`src/rtl/seq_mult_deser.sv`:
```
// rtl/seq_mult_deser.sv - reassembles LSB-first product digits into a sign-extended parallel word
module seq_mult_deser #(
  parameter int P         = 2,
  parameter int MAX_WIDTH = 16
) (
  input  logic                            clk,
  input  logic                            rst_n,
  input  logic                            start,
  input  logic [$clog2(MAX_WIDTH/P):0]    bitSize,
  input  logic [P-1:0]                    p,
  input  logic                            newOut,
  input  logic                            done,
  output logic [2*MAX_WIDTH-1:0]          prod,
  output logic                            prod_valid,
  input  logic                            prod_ready,
  output logic                            busy,
  output logic                            len_err,
  output logic                            overrun
);

  localparam int W     = 2 * MAX_WIDTH;
  localparam int SLOTS = W / P;
  localparam int NW    = $clog2(MAX_WIDTH/P) + 1;
  localparam int CW    = NW + 1;

  localparam logic [1:0] S_IDLE    = 2'd0;
  localparam logic [1:0] S_COLLECT = 2'd1;
  localparam logic [1:0] S_HOLD    = 2'd2;

  logic [1:0]    state;
  logic [NW-1:0] n_lat;
  logic [CW-1:0] cnt;
  logic [W-1:0]  shreg;

  logic [CW-1:0] frame_len;
  logic          take;
  logic          extra;
  logic [CW-1:0] cnt_next;
  logic [W-1:0]  sh_next;
  logic [W-1:0]  prod_next;
  logic          sign;
  logic          len_bad;
  int            top;

  assign frame_len = {n_lat, 1'b0};
  assign take      = (state == S_COLLECT) && newOut && (cnt != frame_len);
  assign extra     = (state == S_COLLECT) && newOut && (cnt == frame_len);
  assign cnt_next  = take ? cnt + CW'(1) : cnt;
  assign len_bad   = extra || (cnt_next != frame_len);
  assign top       = int'(frame_len) * P;
  assign busy      = (state == S_COLLECT);

  // The digit arriving alongside done is folded in before the word is closed.
  always_comb begin
    sh_next = shreg;
    if (take && (int'(cnt) < SLOTS))
      sh_next[int'(cnt)*P +: P] = p;
  end

  always_comb begin
    sign      = 1'b0;
    prod_next = '0;
    if (top >= 1 && top <= W)
      sign = sh_next[top-1];
    for (int i = 0; i < W; i++)
      prod_next[i] = (i < top) ? sh_next[i] : sign;
  end

  always_ff @(posedge clk) begin
    if (!rst_n) begin
      state      <= S_IDLE;
      n_lat      <= '0;
      cnt        <= '0;
      shreg      <= '0;
      prod       <= '0;
      prod_valid <= 1'b0;
      len_err    <= 1'b0;
      overrun    <= 1'b0;
    end else if (start) begin
      n_lat      <= bitSize;
      cnt        <= '0;
      shreg      <= '0;
      prod_valid <= 1'b0;
      overrun    <= 1'b0;
      if (bitSize == '0) begin
        state   <= S_IDLE;
        len_err <= 1'b1;
      end else begin
        state   <= S_COLLECT;
        len_err <= 1'b0;
      end
    end else begin
      case (state)
        S_COLLECT: begin
          shreg <= sh_next;
          cnt   <= cnt_next;
          if (extra)
            len_err <= 1'b1;
          if (done) begin
            prod       <= prod_next;
            prod_valid <= 1'b1;
            state      <= S_HOLD;
            if (len_bad)
              len_err <= 1'b1;
          end
        end
        S_HOLD: begin
          if (newOut || done)
            overrun <= 1'b1;
          if (prod_ready) begin
            prod_valid <= 1'b0;
            state      <= S_IDLE;
          end
        end
        default: ;
      endcase
    end
  end

endmodule
```
`config.mk`:
```
export PLATFORM = sky130hd
export DESIGN_NAME = seq_mult_deser
export DESIGN_NICKNAME = d
export VERILOG_FILES = /design/src/rtl/seq_mult_deser.sv
export SDC_FILE = /design/constraint.sdc
export NUM_CORES = 1
export LEC_CHECK = 0
export CORE_MARGIN = 2
export CORE_UTILIZATION = 45
export DETAILED_ROUTE_END_ITERATION = 12
export GPL_ROUTABILITY_DRIVEN = 0
export HOLD_SLACK_MARGIN = 0.02
export PLACE_DENSITY = 0.62
export SLEW_MARGIN = 20
export SYNTH_ARGS = -nofsm -noshare
export SYNTH_HDL_FRONTEND = slang
export SYNTH_SLANG_ARGS = --single-unit
```
`constraint.sdc`:
```
create_clock -name clk -period 9.04 [get_ports clk]
set_input_delay 0.904 -clock clk [delete_from_list [all_inputs] [get_ports clk]]
set_output_delay 0.904 -clock clk [all_outputs]
set_load 0.005 [all_outputs]
```
==> impl_results.md <==
* Largest cells by area after synthesis: dfxtp_1 (38%), mux2i_1 (6.0%), nor2_1 (5.7%)
* Die Ht at 100 um
* Total Routed Length at 11400 um
* Max stage delay on crit path at 0.64 ns
* Post-CTS setup buffer count at 0
* Finished Layout Cells at between 600 and 700
* Power Density at 144 nW/um2
* Worst setup EP type: register
* Clock transition at path regs at 0.09 ns
* Count of hold-fix buffers inserted at cts at 0
* Slew @ Worst Pin at 0.886 ns
* Critical Path AT at 4.24 ns
* Final Net Count at 529
* Worst-path fanout max at 17
* Vias in the first global route at 3501
* First-pass GRT wire length at 18600 um
* Final hold vios at 0
* Setup TNS at 0 ns
* Peak Freq at roughly 250 MHz
* Io pins at 48
* Antenna viol nets, final at 0
* Post-synthesis async set-or-reset flop share at 0%
* Core box area at around 9000 um2
* Seq cells post-synth at 78
* Via count at 3638
* Type of origin of the critical path: register
* Drt first pass iters at 5
* Reported max-cap violation count at 0
* Commonest cells post-synth: dfxtp_1 (78), nor2_1 (63), a21oi_1 (43)
* Max_slew headroom at 40.1%
* Final slew viol count at 0
* IO buf count at 47
* Largest area contributor in the netlist: dfxtp_1
* Status: complete, no violations
* Most frequent cell after synthesis: dfxtp_1
* Chip Width at 100 um
* Critical path class: register to register
* Sequential share of the synthesized area at 37.6%
* Top cell type's share of synthesized area at 37.6%
* Hold Path Class: register to register
* Cells after Synth at between 400 and 500
* Critical Path RT at 9.31 ns
* Final Skew at 0.0150 ns
* Ys Warns at 0
* EDFF count, synth at 0
* Global-route usage over all layers at a little under a quarter
* Routed len/inst at 18.2 um
* Die area at 10000 um2
* H-tree levels at 3
* Drt first-iter violations at 316
* Detailed placement HPWL at roughly 8000 um
* Syn avg cell area at 8.62 um2
* CTS Buf Count at 9
* Post-Synthesis Net Count at 499
* Row Count at 35
* Dpl cells at 612
* Share of layout cells above drive strength 1 at 10.5%
* Vias per cell at around 5.8
* Insertion delay of the later-clocked pin in the worst-skew pair at approximately 0.36 ns
* Max Root-Sink Buffers at 2
* Filler Cell Count at ~860
* CTS sink cnt at 78
* Setup Viol. Count Final at 0
* Crit-path slowest cell: dfxtp_1
* Initial Util at between 40 and 50%
* Maximum VDD drop at ~0.000077 V
* Post-CTS resize count at 0
* Yosys cell types at 62
* Cell area after synthesis at 4160 um2
* Top cell by count, worst path: ha_1
* Critical-path cell list: inv_1 -> ha_1 -> nor3b_1 -> ha_1 -> nand2_1 -> nor3_1 -> nand3_1 -> a21oi_2 -> o41ai_2 -> a31oi_1
* Crit path time final at 3.97 ns
* Main flop type after synthesis: dfxtp_1
* Unrepaired setup endpoints after global routing: no
* Synthesis-to-finish area growth at 16.8%
* Initial antenna violation count at 0
* CTS root buf: clkbuf_8
* Drt drc at 0
* Leak at 0.00173 uW
* CTS tree: built
* Largest net degree at the start of global routing at 52
* Period utilization at 43.9%
* # diodes at 0
* Remaining global-route overflow at 0
==> flip-flops by register name (all words and copies together) (netlist names) <==
signal and flops:
cnt 5, shreg 32, prod 32, prod_valid 1
overrun 1, state 2, n_lat 4, len_err 1
==> critical path: cells and delay by family, from the launching register on <==
kind	cells	cell delay, ns
AND/OR/NAND/NOR	4	1.33
buffers and inverters	1	0.16
adder cells (fa/ha/maj)	2	0.72
flip-flops	1	0.64
AO/OA/AOI/OAI	3	1.03
==> through the flow <==
step                total power, uW  area (um2)  hold slack (ns)  utilization (%)  setup WS (ns)
floorplan                       415        4160            0.451                -           5.75
global placement                448        4670            0.458             51.3           5.20
detailed placement              448        4670            0.472             51.3           5.12
CTS                             705        4850            0.498             53.3           5.15
global route                    726        4850            0.504             53.3           4.79
finish                          700        4850            0.488             53.3           5.07
==> logic make-up (layout without fill, tap and decap cells) <==
group                      count (synthesis)  after routing  share of synthesized area [%]
xor gates and xnor gates                  14             14                           3.13
muxes                                     32             32                           7.92
adders and majority gates                  5              5                           1.51
and+or+nand+nor                          178            178                           24.5
AOI/OAI and AO/OA                        137            137                           21.7
buffers and inverters                     38             72                           3.61
DFF                                       78             78                           37.6
==> power by group <==
part	internal, uW	switching (uW)
registers	351	8.59
clock network	126	134
logic	35.6	46.1
total	512	188
==> final cells by class <==
| type | instances | area (um2) | share of cell area, % |
|---|---|---|---|
| clock buffer | 9 | 124 | 2.55 |
| clock inverter | 6 | 61.3 | 1.26 |
| multi-input combinational | 366 | 2450 | 50.5 |
| tap | 111 | 139 | 2.86 |
| timing repair buffer | 50 | 493 | 10.2 |
| sequential | 78 | 1560 | 32.2 |
| inverter | 7 | 26.3 | 0.541 |
==> per-layer routing <==
| metal | global-route usage, % | vias up | share of wire [%] |
|---|---|---|---|
| met2 | 35.9 | 123 | 43 |
| met4 | 8.85 | 0 | 2.4 |
| met3 | 3.20 | 22 | 5.0 |
| met5 | 0 | - | 0 |
| li1 | - | 1784 | - |
| met1 | 34.4 | 1709 | 50 |
==> cells in the final DEF, fill, tap and decap left out, types with 9 or more instances in the layout <==
master	synthesis	final
dfxtp_1	78	78
nor2_1	63	62
clkdlybuf4s50_1	0	47
a21oi_1	43	43
o21ai_0	38	38
mux2i_1	25	25
nand2_1	16	16
o21a_1	15	15
nor2b_1	14	14
nand2b_1	12	11
nor3_1	10	10
a31oi_1	10	10
clkbuf_8	0	9
==> final timing paths <==
check             startpoint      end  slack [ns]  cells after the start
setup / recovery      cnt[0]  prod[7]        5.07                     10
hold / removal       overrun  overrun        0.49                      2
setup reg to reg      cnt[0]  prod[7]        5.07                     10
hold reg to reg      overrun  overrun        0.49                      2
Power figures use the tool's default switching activity.
